## src/rtl/da2_sample_scheduler_if.sv

```systemverilog
// Requester-side handshake bundle for the DA2 sample scheduler: one valid/ready/data
// channel per DAC output (A and B).
interface da2_sample_scheduler_if;
  logic        a_valid;
  logic [11:0] a_data;
  logic        a_ready;
  logic        b_valid;
  logic [11:0] b_data;
  logic        b_ready;

  modport master (output a_valid, a_data, b_valid, b_data, input a_ready, b_ready);
  modport slave  (input a_valid, a_data, b_valid, b_data, output a_ready, b_ready);
endinterface

```

## src/rtl/da2_sample_scheduler.sv

```systemverilog
// Fixed-rate sample scheduler and dual-channel serial sequencer for the Pmod DA2 DAC.
// Optional DA2_POWERDOWN_EN adds pd_mode[1:0], sent in frame bits 13:12.
module da2_sample_scheduler #(
  parameter int unsigned FIFO_DEPTH = 4,
  parameter int unsigned RATE_W     = 16
) (
  input  logic              HCLK,
  input  logic              HRESETn,
  input  logic              enable,
  input  logic [RATE_W-1:0] rate_div,
`ifdef DA2_POWERDOWN_EN
  input  logic [1:0]        pd_mode,
`endif
  da2_sample_scheduler_if.slave req,
  output logic              da2_CS,
  output logic              da2_SCLK,
  output logic              da2_DINA,
  output logic              da2_DINB,
  output logic              busy,
  output logic              a_underrun,
  output logic              b_underrun,
  output logic              tick_miss
);

  localparam int unsigned AW = $clog2(FIFO_DEPTH);
  localparam int unsigned CW = AW + 1;

  typedef enum logic [1:0] {IDLE, SHIFT, GAP} state_t;

  state_t            state_q;
  logic [RATE_W-1:0] cnt_q;
  logic              tick_c;
  logic              load_c;
  logic [4:0]        cyc_q;
  logic              cs_q, sclk_q, busy_q, miss_q;
  logic [1:0]        din_q, urun_q;
  logic [15:0]       sr_q    [2];
  logic [11:0]       hold_q  [2];

  logic [11:0]       mem_q   [2][FIFO_DEPTH];
  logic [AW-1:0]     wptr_q  [2];
  logic [AW-1:0]     rptr_q  [2];
  logic [CW-1:0]     count_q [2];
  logic [CW-1:0]     count_d [2];
  logic [1:0]        ready_q;
  logic [1:0]        push_c, pop_c;
  logic [11:0]       wdata_c [2];
  logic [11:0]       head_c  [2];
  logic [15:0]       frame_c [2];

  // Sample-period counter: tick on reaching rate_div, then reload to 0
  always_comb begin
    tick_c = enable && (cnt_q >= rate_div);
    load_c = tick_c && (state_q == IDLE);
  end

  always_ff @(posedge HCLK or negedge HRESETn) begin
    if (!HRESETn)                 cnt_q <= '0;
    else if (!enable || tick_c)   cnt_q <= '0;
    else                          cnt_q <= cnt_q + RATE_W'(1);
  end

  always_comb begin
    push_c[0]  = req.a_valid && ready_q[0];
    push_c[1]  = req.b_valid && ready_q[1];
    wdata_c[0] = req.a_data;
    wdata_c[1] = req.b_data;
    for (int i = 0; i < 2; i++) begin
      pop_c[i]   = load_c && (count_q[i] != '0);
      head_c[i]  = mem_q[i][rptr_q[i]];
      count_d[i] = count_q[i] + CW'(push_c[i]) - CW'(pop_c[i]);
`ifdef DA2_POWERDOWN_EN
      frame_c[i] = {2'b00, pd_mode, pop_c[i] ? head_c[i] : hold_q[i]};
`else
      frame_c[i] = {4'b0000, pop_c[i] ? head_c[i] : hold_q[i]};
`endif
    end
  end

  always_ff @(posedge HCLK) begin
    for (int i = 0; i < 2; i++)
      if (push_c[i]) mem_q[i][wptr_q[i]] <= wdata_c[i];
  end

  // FIFO bookkeeping; ready tracks next occupancy so a full FIFO never over-accepts
  always_ff @(posedge HCLK or negedge HRESETn) begin
    if (!HRESETn) begin
      ready_q <= 2'b11;
      for (int i = 0; i < 2; i++) begin
        wptr_q[i]  <= '0;
        rptr_q[i]  <= '0;
        count_q[i] <= '0;
      end
    end else begin
      for (int i = 0; i < 2; i++) begin
        if (push_c[i]) wptr_q[i] <= wptr_q[i] + AW'(1);
        if (pop_c[i])  rptr_q[i] <= rptr_q[i] + AW'(1);
        count_q[i] <= count_d[i];
        ready_q[i] <= (count_d[i] != CW'(FIFO_DEPTH));
      end
    end
  end

  // Frame sequencer: 32 cycles of CS low (16 SCLK periods) then a 2-cycle CS-high gap
  always_ff @(posedge HCLK or negedge HRESETn) begin
    if (!HRESETn) begin
      state_q <= IDLE;
      cyc_q   <= '0;
      cs_q    <= 1'b1;
      sclk_q  <= 1'b1;
      din_q   <= '0;
      busy_q  <= 1'b0;
      miss_q  <= 1'b0;
      urun_q  <= '0;
      for (int i = 0; i < 2; i++) begin
        sr_q[i]   <= '0;
        hold_q[i] <= '0;
      end
    end else begin
      urun_q <= '0;
      miss_q <= tick_c && (state_q != IDLE);
      case (state_q)
        IDLE: begin
          if (tick_c) begin
            for (int i = 0; i < 2; i++) begin
              if (pop_c[i]) hold_q[i] <= head_c[i];
              else          urun_q[i] <= 1'b1;
              sr_q[i]  <= frame_c[i];
              din_q[i] <= frame_c[i][15];
            end
            cs_q    <= 1'b0;
            sclk_q  <= 1'b1;
            cyc_q   <= '0;
            busy_q  <= 1'b1;
            state_q <= SHIFT;
          end
        end
        SHIFT: begin
          cyc_q <= cyc_q + 5'd1;
          if (!cyc_q[0]) begin
            sclk_q <= 1'b0;
          end else if (cyc_q == 5'd31) begin
            cs_q    <= 1'b1;
            sclk_q  <= 1'b1;
            din_q   <= '0;
            cyc_q   <= '0;
            state_q <= GAP;
          end else begin
            sclk_q <= 1'b1;
            for (int i = 0; i < 2; i++) begin
              sr_q[i]  <= {sr_q[i][14:0], 1'b0};
              din_q[i] <= sr_q[i][14];
            end
          end
        end
        GAP: begin
          if (cyc_q == 5'd1) begin
            cyc_q   <= '0;
            busy_q  <= 1'b0;
            state_q <= IDLE;
          end else begin
            cyc_q <= cyc_q + 5'd1;
          end
        end
        default: state_q <= IDLE;
      endcase
    end
  end

  assign req.a_ready = ready_q[0];
  assign req.b_ready = ready_q[1];
  assign da2_CS      = cs_q;
  assign da2_SCLK    = sclk_q;
  assign da2_DINA    = din_q[0];
  assign da2_DINB    = din_q[1];
  assign busy        = busy_q;
  assign a_underrun  = urun_q[0];
  assign b_underrun  = urun_q[1];
  assign tick_miss   = miss_q;

endmodule

```

## src/flat_wrapper.sv

```systemverilog
// flat-port wrapper written by rule: the top's interface ports become plain ports
module da2_sample_scheduler_flat 
#(
  parameter int unsigned FIFO_DEPTH = 4,
  parameter int unsigned RATE_W     = 16
)
  (HCLK, HRESETn, enable, rate_div, da2_CS, da2_SCLK, da2_DINA, da2_DINB, busy, a_underrun, b_underrun, tick_miss, req_a_valid, req_a_data, req_b_valid, req_b_data, req_a_ready, req_b_ready);
  da2_sample_scheduler_if req_i ();
  input  logic HCLK;
  input  logic HRESETn;
  input  logic enable;
  input  logic [RATE_W-1:0] rate_div;
  output logic da2_CS;
  output logic da2_SCLK;
  output logic da2_DINA;
  output logic da2_DINB;
  output logic busy;
  output logic a_underrun;
  output logic b_underrun;
  output logic tick_miss;
  input wire logic [$bits(req_i.a_valid)-1:0] req_a_valid;
  input wire logic [$bits(req_i.a_data)-1:0] req_a_data;
  input wire logic [$bits(req_i.b_valid)-1:0] req_b_valid;
  input wire logic [$bits(req_i.b_data)-1:0] req_b_data;
  output wire logic [$bits(req_i.a_ready)-1:0] req_a_ready;
  output wire logic [$bits(req_i.b_ready)-1:0] req_b_ready;
  assign req_i.a_valid = req_a_valid;
  assign req_i.a_data = req_a_data;
  assign req_i.b_valid = req_b_valid;
  assign req_i.b_data = req_b_data;
  assign req_a_ready = req_i.a_ready;
  assign req_b_ready = req_i.b_ready;
  da2_sample_scheduler #(.FIFO_DEPTH(FIFO_DEPTH), .RATE_W(RATE_W)) u_core (.HCLK(HCLK), .HRESETn(HRESETn), .enable(enable), .rate_div(rate_div), .req(req_i), .da2_CS(da2_CS), .da2_SCLK(da2_SCLK), .da2_DINA(da2_DINA), .da2_DINB(da2_DINB), .busy(busy), .a_underrun(a_underrun), .b_underrun(b_underrun), .tick_miss(tick_miss));
endmodule
```

## config.mk

```make
export PLATFORM = sky130hd
export DESIGN_NAME = da2_sample_scheduler_flat
export DESIGN_NICKNAME = d
export VERILOG_FILES = /design/src/rtl/da2_sample_scheduler_if.sv /design/src/rtl/da2_sample_scheduler.sv /design/src/flat_wrapper.sv
export SDC_FILE = /design/constraint.sdc
export NUM_CORES = 1
export LEC_CHECK = 0
export ABC_AREA = 1
export BUFFER_PORTS_ARGS = -buffer_cell sky130_fd_sc_hd__buf_2
export CAP_MARGIN = 20
export CORE_MARGIN = 5
export CORE_UTILIZATION = 55
export CTS_CLUSTER_DIAMETER = 100
export DETAILED_ROUTE_END_ITERATION = 7
export GPL_TIMING_DRIVEN = 0
export PLACE_DENSITY = 0.81
export SLEW_MARGIN = 20
export SYNTH_ARGS = -nofsm -noshare
export SYNTH_HDL_FRONTEND = slang
export SYNTH_SLANG_ARGS = --single-unit
export TNS_END_PERCENT = 20
```

## constraint.sdc

```tcl
create_clock -name HCLK -period 2.9 [get_ports HCLK]
set_clock_uncertainty 0.1 [all_clocks]
set_input_delay 0.29 -clock HCLK [delete_from_list [all_inputs] [get_ports HCLK]]
set_output_delay 0.29 -clock HCLK [all_outputs]
set_load 0.02 [all_outputs]
```

After elaboration in Yosys (flattened, before gate mapping):

Memories as Yosys holds them, arrays and structs flattened.
Cells that the tools add are included.

* memories: 1
* bits in writable memories: 96
* logic and storage cells: 127
* ROM bits: 0
* register bits: 101
* bits in latches: 0
* input port bits: 45

Memories
* u_core.mem_q: words 2, width 48, read ports 2, clocked after memory_dff 0, write ports 2, RTL line da2_sample_scheduler.sv:40 `logic [11:0] mem_q [2][FIFO_DEPTH];`

* add/sub/neg operators: 10
* multipliers: 0
* equal/unequal tests: 11
* magnitude comparators: 7
* reduce and logical (&&, ||, !) cells: 26
* multiplexer cells: 48
* divide/modulo/power cells: 0
* bitwise gates (word level): 4
* shift operators: 0

Operators by type and width (number)
* $mux W12: 8
* $mux W48: 2
* $mux W31: 3
* $pmux W31 S2: 1
* $bmux W12 S2: 2
* $demux W12 S2: 2
* $mux W5: 4
* $mux W2: 9
* $add A16 B1 Y16 const B: 1
* $ge A16 B16 Y1: 1
* $mux W16: 1
* $pmux W5 S3: 1
* $ge A3 B3 Y1 const B: 4
* $not A2 Y3: 4
* $reduce_and A4 Y1: 3
* $mux W1: 10
* $logic_and A1 B1 Y1: 9
* $reduce_bool A3 Y1: 3
* $add A2 B1 Y2 const B: 4
* $ne A2 B1 Y1 const B: 4
* $add A3 B1 Y3: 2
* $lt A3 B1 Y1 const B: 2
* $ne A3 B3 Y1 const B: 2
* $pmux W1 S2: 3
* 15 further kinds: 21

Longest topological paths before layout:

Gate-level depths: netlist (run 1).

* depth in word-level cells: 7
* depth in mapped cells: 20
* mapped depth without buffers: 19

Least setup slack after synthesis (run 1):

Ideal clock, no wire load.

* kind: register to register
* from: register u_core.cnt_q[11]
* to: register u_core.ready_q[0]
* path slack: 0.091 ns
* setup time: 0.082 ns
* arrival time: 2.627 ns
* path buffers: 1
* clock period less this slack: 2.809 ns
* required time: 2.718 ns
* stages on the path, launching flop included: 15
* cells stage by stage: dfrtp_1 ha_1 a21oi_1 o21ai_1 a21oi_2 nand2_2 nand4_2 buf_2 inv_1 ha_1 inv_1 ha_1 fa_1 xor2_1 nand2_1

RTL lines
* start, declared: RTL line da2_sample_scheduler.sv:31 `logic [RATE_W-1:0] cnt_q;`
* start signal, assigned: RTL line da2_sample_scheduler.sv:60 `else cnt_q <= cnt_q + RATE_W'(1);`
* end signal, assigned by index: RTL line da2_sample_scheduler.sv:99 `ready_q[i] <= (count_d[i] != CW'(FIFO_DEPTH));`
* end, declared: RTL line da2_sample_scheduler.sv:45 `logic [1:0] ready_q;`

==> impl_metrics.ini, run 1 <==
[cts]
clk_pin_slew_ns = 0.07
root_buffer = clkbuf_16
cts_inserted_buffers = 17
ctsHtreeMaxLevel = 4
cts.path.max_buffers = 2
cts_sinks = 197
cts_tree = built
clkLatencyLatePin_ns = 0.44

[critical_path]
critPathMaxFanout = 3
startpoint_type = flop
path_buf_inv = 2
worstSetupPathType = reg -> reg
cp_top_family = adder cells
required_ns = 3.16
cp_slowest_stage_delay_ns = 0.40
crit_chain = ha_1 > a21oi_1 > o21ai_1 > a21oi_2 > nand2_4 > nand4_4 > inv_2 > ha_4 > inv_2 > ha_4 > fa_2 > xor2_1 > nand2_1
endpoint_kind = flop
slowest_stage = dfrtp_1
cp.arrival_ns = 3.05

[logic_synthesis]
synthFlopType = dfrtp_1
syn_area_sq_um = 8810
synth-async-reset-ratio = 0.513
synth_cells = 880
yosysWarnings = 0
synth_cell_types = 32
synth_seq_cells = 197
synth_edf_count = 96
ys_seq_area_frac = 0.614
avgSynthCellArea_sq_um = 10.0
synth_nets = 962

[placed_design]
place_hpwl_microns = 12000
gp_congestion = 0.836
numPortBuffers = 54
dp_cells = 1151
place_area_sq_um = 9390

[routing]
drc_errors = 0
drt_iter0_drc = 607
final_antenna_net_count = 0
viasPerCell = 5.32
drt_first_pass_iters = 5
vias = 6492
wl_per_cell_microns = 15.2
finalWirelength_microns = 18600

[global_route]
grt_max_degree = 57
grt_overflow = 0
grt_first_pass_wirelength_microns = 30300
antenna_found_initial = 1
track_usage = 0.208
grt_pass1_vias = 6347

[flow_run]
maxCapViolCount = 0

[layout]
final_cell_mix = nand2_1 (184), nor2_1 (125), dfrtp_1 (96), edfxtp_1 (96), inv_1 (74)
n_antenna_cell = 0
layout.cells.most_common = nand2_1
final_cells = 1220
fillers = 1162
area_growth_pct = 18.6
layout-drive-gt1-share = 0.149
final_area_sq_um = 10500
nets = 1073

[outcome]
status = completed

[sta]
worstMarginPinSlew_ns = 1.13
final_hold_viol_count = 0
period_needed_ns = 2.79
setup-tns-final_ns = 0
rsz0062_at_grt = yes
setup-violations-final = 0
clock.fmax_mhz = 358
holdWs_ns = 0.150
slew_violations = 0
period_share = 0.963
relSlewSlack = 0.244

[hold_path]
hold_class = in -> reg

[power_and_ir_drop]
p_leak_uw = 0.00480
ir_worst_vdd_mv = 0.575
p_per_area_nw_per_um2 = 756

[floorplanning]
rows = 46
io_pins = 55
dieArea_sq_um = 18700
die_w_microns = 137
start_util = 0.557
die_h_microns = 137
core_sq_um = 15800
## tightest hold or removal path, cell delays in order
cell and delay [ns]:
buf_2 0.16, nand2_1 0.12, nor2_1 0.06
## final timing paths
path	end	slack, ns	cells after the start	start
max	u_core.ready_q[1]	0.11	13	u_core.cnt_q[9]
min	u_core.tick_miss	0.15	3	enable
max reg2reg	u_core.ready_q[1]	0.11	13	u_core.cnt_q[9]
min reg2reg	u_core.hold_q[2]	0.38	2	u_core.hold_q[2]
max in group asynchronous	u_core.ready_q[1]	1.78	3	HRESETn
min in group asynchronous	u_core.din_q[1]	0.25	2	HRESETn
## metal layers
metal	track usage	part of all wire	up-vias	wire length, microns
met1	0.276	0.44	3082	8160
met2	0.345	0.49	207	9090
li1	-	-	3173	-
met3	0.0441	0.056	28	1040
met4	0.0644	0.015	2	287
met5	0	0.00038	-	7
## registers in the layout, indices dropped and copies added (netlist names), 4 cells and up
signal	flops
u_core.cnt_q	16
u_core.sr_q	30
u_core.cyc_q	5
u_core.rptr_q	4
u_core.count_q	6
u_core.wptr_q	4
u_core.hold_q	24
u_core.mem_q	96
## report_power, final
part           internal [uW]  total, uW  switching [uW]
clock                   1450       2450            1010
sequential              3460       3650             194
combinational            587       1790            1210
total                   5490       7900            2410
## cell type report
cell class	instances	area, sq um	area share
sequential	197	5420	0.518
timing repair buffer	94	659	0.0631
buffer	32	154	0.0147
tap	216	270	0.0259
multi-input combinational	572	3050	0.292
inverter	77	289	0.0277
clock inverter	12	178	0.0170
clock buffer	20	437	0.0418
## kinds of logic (layout without fill, tap and decap cells)
| logic type | count (synthesis) | in the layout | synth area share |
|---|---|---|---|
| fa+ha+maj | 37 | 37 | 0.0542 |
| xor+xnor | 14 | 14 | 0.0139 |
| compound gates | 115 | 115 | 0.0714 |
| flops | 197 | 197 | 0.614 |
| simple gates | 406 | 406 | 0.195 |
| buf+inv | 111 | 235 | 0.0512 |
## cell usage after synthesis, types with 3 or more instances
cell	instances	area, sq um
nand2_1	185	694
nor2_1	132	495
dfrtp_1	97	2430
edfxtp_1	96	2880
inv_1	77	289
o21ai_0	71	355
nand3_1	37	185
ha_1	35	438
nand4_1	24	150
o22ai_1	24	150
clkbuf_1	20	75.1
a21oi_1	13	65.1
xor2_1	11	96.3
buf_2	10	50.1
nor3_1	10	50.1
nor2_2	7	43.8
dfstp_2	4	105
buf_6	3	33.8
nand2_2	3	18.8
nor3b_1	3	22.5
xnor2_1	3	26.3
## repair_timing
item / 4_1_cts / 5_1_grt
hold buffers: 25 / 0
buffers inserted: 8 / 6
cloned: 0 / 0
setup endpoints to repair: 6 / 6
resized for setup: 11 / 12
endpoints found under the hold margin: 138 / 0
pin swaps: 1 / 11
## stage by stage
stage               power, uW  utilization  worst slack [ns]
floorplan                4810            -            0.0907
global route             8320        0.660           -0.0660
CTS                      7830        0.655           0.00623
detailed placement       5340        0.593            -0.298
finish                   7900        0.660             0.106
global placement         5240        0.591            -0.254
Note: power is estimated with default switching activity, not from simulation.
==> run 2, diff against run 1 <==
==> constraint.sdc (replaced) <==
create_clock -name HCLK -period 2.9 [get_ports HCLK]
set_clock_uncertainty 0.1 [all_clocks]
set_input_delay 0.435 -clock HCLK [delete_from_list [all_inputs] [get_ports HCLK]]
set_output_delay 0.435 -clock HCLK [all_outputs]
set_load 0.02 [all_outputs]
==> run 2 against run 1 <==
Compared with the run above:
- sequential share of layout area rose by 1.2 points
- maximum frequency rose by 0.31%
- register-to-register slack is essentially flat
- first-iteration DRC count increased by 1.5%
- sequential cell count stayed put
- global-route usage fell by 0.45 points
==> impl_metrics.ini, run 2 (synthesis gave the netlist of run 1 again) <==
[critical_path]
critPathMaxFanout = 3
slowest_stage = dfrtp_1
cp_top_family = adder cells
path_buf_inv = 2
crit_chain = ha_1 > a21oi_1 > o21ai_1 > a21oi_2 > nand2_4 > nand4_4 > inv_2 > ha_4 > inv_2 > ha_4 > fa_2 > xor2_1 > nand2_1
cp_slowest_stage_delay_ns = 0.40
rr_startpoint = u_core.cnt_q[9]
endpoint_kind = flop
r2r_slack_ns = 0.11
worstSetupPathType = reg -> reg
cp.arrival_ns = 3.04
cp.depth = 13
ff2ff_path_depth = 13
r2r_end = u_core.ready_q[1]
startpoint_type = flop
required_ns = 3.16

[hold_path]
hold_start = req_b_data[6]
min_path_cells = 1
hold_class = in -> reg
worstHoldEndpoint = u_core.mem_q[0][54]

[routing]
vias = 6349
wl_per_cell_microns = 15.2
drt_first_pass_iters = 6
finalWirelength_microns = 18200
drc_errors = 0
viasPerCell = 5.31
drt_iter0_drc = 616
final_antenna_net_count = 0

[floorplanning]
die_w_microns = 137
die_h_microns = 137
start_util = 0.557
rows = 46
core_sq_um = 15800
io_pins = 55
dieArea_sq_um = 18700

[layout]
nets = 1049
fillers = 1193
area_growth_pct = 15.8
n_antenna_cell = 0
largest_reg_flops = 96
layout-drive-gt1-share = 0.153
final_cell_mix = nand2_1 (184), nor2_1 (125), dfrtp_1 (96), edfxtp_1 (96), inv_1 (74)
layout.cells.most_common = nand2_1
final_core_util = 0.645
final_cells = 1196

[sta]
period_share = 0.960
worstMarginPinSlew_ns = 1.14
final_hold_viol_count = 0
period_needed_ns = 2.79
setup-violations-final = 0
clock.fmax_mhz = 359
rsz0062_at_grt = yes
relSlewSlack = 0.240
holdWs_ns = 0.117
slew_violations = 0

[cts]
clkLatencyLatePin_ns = 0.43
ctsHtreeMaxLevel = 4
cts_sinks = 197
clk_pin_slew_ns = 0.07
cts.path.max_buffers = 2
root_buffer = clkbuf_16
cts_tree = built
cts_inserted_buffers = 17

[power_and_ir_drop]
p_per_area_nw_per_um2 = 770
ir_worst_vdd_mv = 0.576
p_leak_uw = 0.00470
p_total_uw = 7870

[outcome]
status = completed

[flow_run]
maxCapViolCount = 0

[global_route]
grt_max_degree = 57
grt_overflow = 0
grt_pass1_vias = 6191
antenna_found_initial = 1
grt_first_pass_wirelength_microns = 29600
track_usage = 0.203

[placed_design]
numPortBuffers = 54
dp_cells = 1151
gp_congestion = 0.836
place_hpwl_microns = 12000
-- run 2: how the worst max path moves through the flow --
stage / start / to / slack [ns]
2_1_floorplan: rate_div[11] / u_core.ready_q[0] / 0.01
3_3_place_gp: rate_div[9] / u_core.ready_q[1] / -0.40
3_5_place_dp: rate_div[9] / u_core.ready_q[1] / -0.43
4_1_cts: u_core.cnt_q[0] / u_core.ready_q[1] / 0.006
5_1_grt: u_core.cnt_q[0] / u_core.ready_q[1] / -0.07
6_report: u_core.cnt_q[9] / u_core.ready_q[1] / 0.11
-- run 2: through the flow --
step	area [sq um]	setup TNS, ns	setup slack (ns)
after floorplan	8810	0	0.0120
after global placement	9360	-1.94	-0.399
after detailed placement	9390	-2.04	-0.429
after CTS	10100	0	0.00623
after global routing	10200	-0.149	-0.0655
final	10200	0	0.115
-- run 2: repair_timing --
item	4_1_cts	5_1_grt
resized for setup	11	12
hold buffers	1	0
buffers inserted	8	6
setup endpoints to repair	6	6
pin swaps	1	11
endpoints found under the hold margin	42	0
-- run 2: cell type report --
| cell class | count | area (sq um) | share of cell area |
|---|---|---|---|
| plain buffers | 32 | 154 | 0.0151 |
| clock buffers | 20 | 437 | 0.0428 |
| clock inverters | 12 | 178 | 0.0174 |
| inverters | 77 | 289 | 0.0283 |
| multi-input cells | 572 | 3050 | 0.298 |
| flip-flops and latches | 197 | 5420 | 0.530 |
| well taps | 216 | 270 | 0.0265 |
| repair buffers | 70 | 419 | 0.0410 |
-- run 2: per-layer routing --
| metal | global-route usage | vias to the layer above | wire length [microns] | part of all wire |
|---|---|---|---|---|
| met5 | 0 | - | 7 | 0.00039 |
| met4 | 0.0644 | 2 | 293 | 0.016 |
| met3 | 0.0438 | 28 | 1070 | 0.059 |
| met2 | 0.334 | 201 | 8860 | 0.49 |
| met1 | 0.273 | 2999 | 7930 | 0.44 |
| li1 | - | 3119 | - | - |
-- run 2: where the power goes --
group	switching (uW)	leakage (uW)	total (uW)	internal [uW]
Sequential	195	0.00222	3650	3460
Clock	1000	0.000292	2450	1450
Combinational	1200	0.00219	1770	566
==> run 3, diff against run 2 <==
Settings changed: ABC_AREA 1 to 0, BUFFER_PORTS_ARGS -buffer_cell sky130_fd_sc_hd__buf_2 to unset, DONT_BUFFER_PORTS set to 1, PLACE_DENSITY 0.81 to 0.78, SKIP_LAST_GASP set to 1.
==> run 3 against run 2 <==
Compared with the run above:
- the run now ends with negative setup slack left
- total power fell by 3.8%
- synthesized area fell by 1.8%
- combinational power fell by 18%
- register-to-register slack got worse by 0.58 ns
- sequential share of layout area fell by 0.085 points
- synthesized cell count fell by 29%
- via count fell by 18%
- final cell count fell by 23%
- core utilization rose by 2.3 points
- global-route usage fell by 0.81 points
- routed wire length fell by 8.8%
- critical endpoint unchanged
- largest cell class unchanged
==> impl_metrics.ini, run 3 <==
[sta]
slew_violations = 0
fin_ws_ns = -0.465
relSlewSlack = 0.475
worstMarginPinSlew_ns = 0.788
rsz0062_at_grt = yes
period_share = 1.16
final_hold_viol_count = 0
setup-violations-final = 47
clock.fmax_mhz = 297
period_needed_ns = 3.37
setup-tns-final_ns = -8.09
holdWs_ns = 0.0675

[logic_synthesis]
synth_top_area_share = 0.333
synth_seq_cells = 197
synth-simple-area-share = 0.103
synthFlopType = dfrtp_1
synth_xor_area_frac = 0.0243
muxShareOfSynthArea = 0.0937
yosysTopAreaCell = edfxtp_1
synth_compound_area_frac = 0.0684
synth_edf_count = 96
synth_commonest_cells = dfrtp_1 (97), edfxtp_1 (96), nand2_1 (77)
yosysWarnings = 0
synth_cells = 629
synth-async-reset-ratio = 0.513
synth_nets = 711
synth_area_leaders = edfxtp_1 (33%), dfrtp_1 (28%), mux4_2 (6.2%), ha_1 (5.1%), nand2_1 (3.3%)
avgSynthCellArea_sq_um = 13.8
syn_area_sq_um = 8660
synth_cell_types = 51
synthAdderAreaFrac = 0.0552
ys_seq_area_frac = 0.626
synth_top_family_by_area = simple AND/OR/NAND/NOR gates
yosysMostFrequentCell = dfrtp_1

[power_and_ir_drop]
power.switching_uw = 2220
p_per_area_nw_per_um2 = 740
clkPwrFrac = 0.307
swShare = 0.293
internal-power_uw = 5350
p_leak_uw = 0.00409
combPwrFrac = 0.193
seq_power_share = 0.500
ir_worst_vdd_mv = 0.619

[routing]
final_antenna_net_count = 0
vias = 5197
viasPerCell = 5.61
drt_first_pass_iters = 5
drt_iter0_drc = 318
wl_per_cell_microns = 17.9
finalWirelength_microns = 16600
drc_errors = 0

[layout]
layout-drive-gt1-share = 0.256
regArea_sq_um = 5420
nets = 784
n_antenna_cell = 0
largest_reg_flops = 96
multi_input_area_sq_um = 3170
layout.cells.most_common = edfxtp_1
final_core_util = 0.668
final_cells = 926
fillers = 1057
area_growth_pct = 18.2
final_cell_mix = edfxtp_1 (96), dfrtp_1 (95), nand2_1 (77)

[floorplanning]
io_pins = 55
core_sq_um = 15300
rows = 45
die_w_microns = 135
die_h_microns = 135
dieArea_sq_um = 18300
start_util = 0.565

[critical_path]
rr_startpoint = u_core.cnt_q[8]
endpoint = u_core.ready_q[1]
required_ns = 3.15
startpoint = u_core.cnt_q[8]
worstSetupPathType = reg -> reg
ff2ff_path_depth = 13
critPathMaxFanout = 4
r2r_slack_ns = -0.47
startpoint_type = flop
endpoint_kind = flop
r2r_end = u_core.ready_q[1]
cp.arrival_ns = 3.62

[outcome]
status = complete, but fails checks
failed_checks = negative setup slack

[cts]
root_buffer = clkbuf_16
cts_tree = built
cts_inserted_buffers = 17
cts_sinks = 197
clk_pin_slew_ns = 0.07
ctsHtreeMaxLevel = 4
clkLatencyLatePin_ns = 0.43
cts.path.max_buffers = 2

[global_route]
grt_pass1_vias = 5433
grt_overflow = 0
track_usage = 0.195
grt_first_pass_wirelength_microns = 27800
grt_max_degree = 102
antenna_found_initial = 0

[placed_design]
post-place-ws_ns = -0.812
numPortBuffers = 0
dp_cells = 840
gp_congestion = 0.802
place_hpwl_microns = 11000

[hold_path]
hold_class = in -> reg

[flow_run]
maxCapViolCount = 0
-- run 3: power by group through the flow --
stage	combinational (uW)	sequential (uW)	clock, uW
floorplan	1050	3740	0
finish	1460	3780	2330
detailed placement	1340	3830	0
CTS	1450	3780	2360
global placement	1260	3790	0
global route	1640	3840	2490
-- run 3: what timing repair did --
| action | in CTS | in global routing |
|---|---|---|
| gates resized for setup | 7 | 15 |
| buffers inserted | 16 | 11 |
| pin swaps | 15 | 3 |
| hold buffers | 26 | 0 |
| hold endpoints to repair | 197 | 0 |
| endpoints found under the setup margin | 50 | 74 |
| gates cloned | 0 | 1 |
-- run 3: layout make-up --
type / count / share of cell area
flip-flops and latches: 197 / 0.530
multi-input cells: 370 / 0.309
repair buffers: 54 / 0.0484
clock buffers: 18 / 0.0420
well taps: 211 / 0.0258
clock inverters: 14 / 0.0158
plain buffers: 24 / 0.0146
inverters: 38 / 0.0144
-- run 3: metal layers --
metal  up-vias  GRT usage  wire (microns)
met2       124      0.329            8530
li1       2445          -               -
met1      2611      0.254            7070
met4         0     0.0504             192
met3        17     0.0509             766
met5         -          0               0
-- run 3: cell families after synthesis --
kind of cell | count (synthesis)
adder cells (fa/ha/maj) | 37
multiplexers | 48
flip-flops | 197
XOR/XNOR | 24
buffers and inverters | 62
AO/OA/AOI/OAI | 67
AND/OR/NAND/NOR | 194
-- run 3: worst min path at each step --
stage / start / to / slack (ns) / cells after the start
3_3_place_gp: HRESETn / u_core.cnt_q[11] / 0.04 / 0
5_1_grt: enable / u_core.cnt_q[1] / 0.05 / 1
2_1_floorplan: HRESETn / u_core.busy / 0.04 / 0
3_5_place_dp: HRESETn / u_core.cnt_q[10] / 0.04 / 0
6_report: enable / u_core.cnt_q[1] / 0.07 / 1
4_1_cts: enable / u_core.cnt_q[1] / 0.05 / 1
-- run 3: critical path, cell delays in order, from the launching register on --
cell and delay, ns:
dfrtp_1 0.40, ha_1 0.28, nand4_1 0.16, or4_4 0.58, o32ai_4 0.29, o211ai_4 0.18
nor2_4 0.16, buf_8 0.12, ha_4 0.19, inv_2 0.06, ha_4 0.12, fa_2 0.43
nor2_1 0.11, nand2_1 0.09
-- run 3: through the flow --
stage	total power, uW	cell area (sq um)
after floorplan	4790	8820
after global placement	5050	9080
after detailed placement	5170	9080
after CTS	7600	10100
after global routing	7980	10200
final	7570	10200
